===== config.mk =====
export PLATFORM = sky130hd
export DESIGN_NAME = dac_spi_tx
export DESIGN_NICKNAME = d
export VERILOG_FILES = /design/src/rtl/dac_spi_pkg.sv /design/src/rtl/spi_tick_gen.sv /design/src/rtl/dac_spi_tx.sv
export SDC_FILE = /design/constraint.sdc
export NUM_CORES = 1
export LEC_CHECK = 0
export CAP_MARGIN = 20
export CORE_UTILIZATION = 47
export DETAILED_ROUTE_END_ITERATION = 7
export PLACE_DENSITY = 0.85
export RECOVER_POWER = 50
export SYNTH_ARGS = -nofsm -noshare
export SYNTH_HDL_FRONTEND = slang
export SYNTH_SLANG_ARGS = --single-unit

===== constraint.sdc =====
create_clock -name clk -period 1.41 [get_ports clk]
set_input_delay 0.141 -clock clk [delete_from_list [all_inputs] [get_ports clk]]
set_output_delay 0.141 -clock clk [all_outputs]
set_load 0.1 [all_outputs]

===== src/rtl/dac_spi_pkg.sv =====
// Shared types and defaults for the DAC SPI transmitter.
// DAC_SPI_LDAC_EN is undefined by default: no ldac_n strobe, DAC updates on cs_n rising.
package dac_spi_pkg;

    localparam int DEF_WIDTH   = 16;
    localparam int DEF_CLK_DIV = 4;

    typedef enum logic [2:0] {
        IDLE,
        SETUP,
        SHIFT,
        HOLD,
        GAP,
        LOAD
    } state_t;

endpackage


===== src/rtl/spi_tick_gen.sv =====
// Phase timer: one-cycle tick every CLK_DIV enabled cycles, cleared while disabled.
module spi_tick_gen #(
    parameter int CLK_DIV = 4
) (
    input  logic clk,
    input  logic rst,
    input  logic enable,
    output logic tick
);

    localparam int CW = (CLK_DIV > 1) ? $clog2(CLK_DIV) : 1;
    localparam logic [CW-1:0] LAST = CW'(CLK_DIV - 1);

    logic [CW-1:0] cnt;

    assign tick = enable && (cnt == LAST);

    // Every phase is exactly CLK_DIV cycles, so wrapping on tick restarts each phase at 0.
    always_ff @(posedge clk) begin
        if (rst || !enable) cnt <= '0;
        else if (tick)      cnt <= '0;
        else                cnt <= cnt + CW'(1);
    end

endmodule


===== src/rtl/dac_spi_tx.sv =====
// MSB-first SPI serialiser for the potential-control DAC (mode 0, registered pins).
// Define DAC_SPI_LDAC_EN to add the ldac_n port and a LOAD phase after GAP.
module dac_spi_tx
    import dac_spi_pkg::*;
#(
    parameter int WIDTH   = DEF_WIDTH,
    parameter int CLK_DIV = DEF_CLK_DIV
) (
    input  logic             clk,
    input  logic             rst,
    input  logic [WIDTH-1:0] din,
    input  logic             din_valid,
    output logic             din_ready,
    output logic             cs_n,
    output logic             sclk,
    output logic             mosi,
    output logic             busy,
    output logic             done
`ifdef DAC_SPI_LDAC_EN
    ,
    output logic             ldac_n
`endif
);

    localparam int BW = (WIDTH > 1) ? $clog2(WIDTH) : 1;
    localparam logic [BW-1:0] LAST_BIT = BW'(WIDTH - 1);
`ifdef DAC_SPI_LDAC_EN
    localparam state_t DONE_ST = LOAD;
`else
    localparam state_t DONE_ST = GAP;
`endif

    state_t           state, state_next;
    logic [WIDTH-1:0] sreg;
    logic [BW-1:0]    bit_cnt;
    logic             hi, first, tick, accept, framed;

    assign accept = din_valid && din_ready;
    assign busy   = ~din_ready;
    assign framed = (state == SETUP) || (state == SHIFT) || (state == HOLD);

    spi_tick_gen #(.CLK_DIV(CLK_DIV)) u_tick (
        .clk    (clk),
        .rst    (rst),
        .enable (state != IDLE),
        .tick   (tick)
    );

    always_ff @(posedge clk) begin
        if (rst) begin
            state <= IDLE;
            first <= 1'b1;
        end else begin
            state <= state_next;
            first <= (state_next != state);
        end
    end

    always_comb begin
        state_next = state;
        case (state)
            IDLE:  if (accept) state_next = SETUP;
            SETUP: if (tick) state_next = SHIFT;
            SHIFT: if (tick && hi && bit_cnt == LAST_BIT) state_next = HOLD;
            HOLD:  if (tick) state_next = GAP;
`ifdef DAC_SPI_LDAC_EN
            GAP:   if (tick) state_next = LOAD;
            LOAD:  if (tick) state_next = IDLE;
`else
            GAP:   if (tick) state_next = IDLE;
`endif
            default: state_next = IDLE;
        endcase
    end

    // The last bit is never shifted out, so HOLD keeps the LSB on mosi.
    always_ff @(posedge clk) begin
        if (rst) begin
            sreg    <= '0;
            bit_cnt <= '0;
            hi      <= 1'b0;
        end else if (accept) begin
            sreg    <= din;
            bit_cnt <= '0;
            hi      <= 1'b0;
        end else if (state == SHIFT && tick) begin
            hi <= !hi;
            if (hi && bit_cnt != LAST_BIT) begin
                bit_cnt <= bit_cnt + BW'(1);
                sreg    <= {sreg[WIDTH-2:0], 1'b0};
            end
        end
    end

    // Pins follow the state one cycle later, which puts cs_n low at accept+1.
    always_ff @(posedge clk) begin
        if (rst) begin
            cs_n      <= 1'b1;
            sclk      <= 1'b0;
            mosi      <= 1'b0;
            done      <= 1'b0;
            din_ready <= 1'b1;
        end else begin
            cs_n      <= !framed;
            sclk      <= (state == SHIFT) && hi;
            mosi      <= framed && sreg[WIDTH-1];
            done      <= (state == DONE_ST) && first;
            din_ready <= (state == IDLE) && !accept;
        end
    end

`ifdef DAC_SPI_LDAC_EN
    always_ff @(posedge clk) begin
        if (rst) ldac_n <= 1'b1;
        else     ldac_n <= (state != LOAD);
    end
`endif

endmodule


==> flow_summary.yaml <==
floorplanning:
  die_w_um: 59.5
  row_count: 20
  start_util: 0.502
  core-area_um2: 3100
  fp.dieH_um: 59.5
  dieArea_um2: 3550
  pin_count: 25
run:
  maxCapViolations: 0
synth:
  synth_adder_area_share: 0.0161
  synth_compound_area_frac: 0.207
  yosysTopAreaCell: "dfxtp_1"
  synth_common_cells: "32 x dfxtp_1, 20 x nor2_1, 16 x o31ai_1, 15 x a311oi_1, 15 x nand4_1"
  yosysWarningCount: 0
  synth_top_family_by_area: "simple AND/OR/NAND/NOR gates"
  synthArstFlopShare: 0
  synth_seq_cells: 32
  syn_area_um2: 1560
  yosys.area_share.simple: 0.252
  avgSynthCellArea_um2: 9.21
  ys_types: 40
  synthTopCellsByArea: "dfxtp_1 41%, a311oi_1 8.4%, o31ai_1 7.7%, nand4_1 6.0%, nor2_1 4.8%"
  synth_nets: 190
  synth_ff_type: "dfxtp_1"
  synth_xor_area_frac: 0.0113
  synthMuxAreaShare: 0.0193
  synth_top_area_frac: 0.412
  post-synth-top-count-cell: "dfxtp_1"
  ys_seq_area_frac: 0.412
  netlist_instances: 169
  synth-edff-count: 0
finish:
  layout.nets: 224
  antenna_cells: 0
  layout-drive-gt1-share: 0.255
  fin_cells: 248
  final_util: 0.661
  syn_to_final_growth_pct: 31.8
  fillers: 270
power:
  max-vdd-ir-drop_mv: 0.585
  clkPwrFrac: 0.345
  p_int_mw: 1.47
  p_leak_nw: 0.708
  power.density_nw_per_um2: 970
  pwr-share-seq: 0.498
  power_mw: 1.99
  comb_power_share: 0.157
  swShare: 0.260
  power.switching_uw: 518
worst_setup_path:
  crit_required_ns: 1.68
  r2r_start: "u_tick.cnt[0]"
  rrSetupSlack_ns: 0.02
  cp_slowest_cell: "dfxtp_2"
  rr_endpoint: "bit_cnt[0]"
  arrival_ns: 1.66
  worstSetupStartpointType: "register"
  critPathKind: "reg -> reg"
  max_stage_delay_ns: 0.36
  cp-end-kind: "register"
  path_cells: "ha_4 > nand4bb_1 > buf_4 > nor3_2 > mux2i_1"
  crit_fanout: 10
  r2r_cells: 5
sta:
  setup_viol: 0
  fmax_ghz: 0.717
  finClkSkew_ns: 0.0102
  tightest_slew_ns: 0.543
  relSlewSlack: 0.640
  grt_setup_unrepaired: "yes"
  fin_crit_sh: 0.989
  slew_viol_final: 0
  tns_ns: 0
  fin_crit_ns: 1.39
  hold_viol_final: 0
place:
  dp_cells: 236
  hpwl_um: 2480
  io_buffers: 24
  gp_routability_congestion: 0.762
cts:
  cts_sinks: 32
  clk_pin_slew_ns: 0.10
  numCtsBuffers: 5
  cts-htree-levels: 2
  holdBufCountCts: 0
  clockRootBuffer: "clkbuf_4"
  cts_tree: "built"
  clk_latency_ns: 0.34
  clockBufferDepth: 2
drt:
  first_pass_iters: 5
  drc: 0
  via_per_inst: 6.03
  wl_per_cell_um: 16.4
  drtIter0Drc: 73
  ant_nets: 0
  vias: 1496
  routed_wl_um: 4080
hold_path:
  worst_hold_path.endpoint: "sreg[0]"
  hold_path.startpoint: "din[0]"
  hold_depth: 3
  hp-class: "in -> reg"
grt:
  grt_usage: 0.226
  grt_pass1_vias: 1383
  grt_remaining_overflow: 0
  grt_max_degree: 21
  antenna_found_initial: 0
  grt_pass1_wl_um: 5910
run_status:
  status: "finished, final reports clean"
[worst max-delay path, delay by kind of cell, from the launching register on]
kind,cells,cell delay (ns)
flip-flops,1,0.36
multiplexers,1,0.22
AND/OR/NAND/NOR,2,0.40
buffers and inverters,1,0.21
adder cells (fa/ha/maj),1,0.14
[state kept, by name, summed over array words and instances, names as in the netlist, 2 cells and up]
register	flops
sreg	16
bit_cnt	4
state	3
u_tick.cnt	2
[layout by cell type (no fill, tap or decap), drive strengths merged, types with 3 or more instances in the layout]
| master | count |
|---|---|
| clkbuf | 9 |
| nor4 | 3 |
| nand3 | 3 |
| nand2 | 7 |
| nand4 | 15 |
| nor2 | 20 |
| mux2i | 3 |
| o31ai | 16 |
| a311oi | 15 |
| dfxtp | 32 |
| nor3 | 4 |
| buf | 23 |
| clkdlybuf4s50 | 18 |
| a21oi | 4 |
[routing by layer]
layer | GRT usage | part of all wire
met5 | 0 | 0
met4 | 0.110 | 0.0096
met3 | 0.0742 | 0.062
met2 | 0.380 | 0.52
met1 | 0.257 | 0.41
[cell families (layout without fill, tap and decap cells)]
family | after synthesis | in the layout
simple gates | 67 | 67
compound gates | 42 | 42
flops | 32 | 32
buf+inv | 21 | 56
mux | 3 | 3
fa+ha+maj | 2 | 2
xor+xnor | 2 | 2
[worst max-delay path by stage]
stage / endpoint / depth (start not counted) / from / slack (ns)
2_1_floorplan: sreg[0] / 6 / u_tick.cnt[0] / 0.002
3_3_place_gp: first / 5 / din_valid / 0.05
3_5_place_dp: sreg[7] / 5 / bit_cnt[0] / -0.001
4_1_cts: sreg[14] / 5 / bit_cnt[0] / -0.006
5_1_grt: bit_cnt[0] / 5 / u_tick.cnt[0] / -0.03
6_report: bit_cnt[0] / 5 / u_tick.cnt[0] / 0.02
[power groups by stage]
stage,Combinational (mW),Sequential (mW),Clock (mW)
4_1_cts,0.312,0.989,0.697
3_3_place_gp,0.302,1.01,0
3_5_place_dp,0.311,1.01,0
2_1_floorplan,0.140,1.04,0
5_1_grt,0.334,0.997,0.731
6_report,0.312,0.992,0.688
[what timing repair did]
item	in CTS	in global routing
setup buffers	0	2
gates resized for setup	0	21
pin swaps	0	16
cloned	0	2
endpoints found under the setup margin	2	19
[cell type report]
class / count / area, µm² / area share
Multi-Input combinational cell: 116 / 847 / 0.413
Sequential cell: 32 / 649 / 0.316
Timing Repair Buffer: 44 / 402 / 0.196
Tap cell: 44 / 55.1 / 0.0268
Clock buffer: 6 / 41.3 / 0.0201
Clock inverter: 2 / 35.0 / 0.0171
Inverter: 3 / 15.0 / 0.00732
Timing Repair inverter: 1 / 7.51 / 0.00366
[stage by stage]
step                cell area [µm²]  hold slack, ns  worst slack (ns)
floorplan                      1570           0.281           0.00181
global placement               1940           0.417            0.0549
detailed placement             1940           0.420          -0.00108
CTS                            2020           0.380          -0.00626
global route                   2050           0.390           -0.0338
finish                         2050           0.375            0.0157
Power figures use the tool's default switching activity.
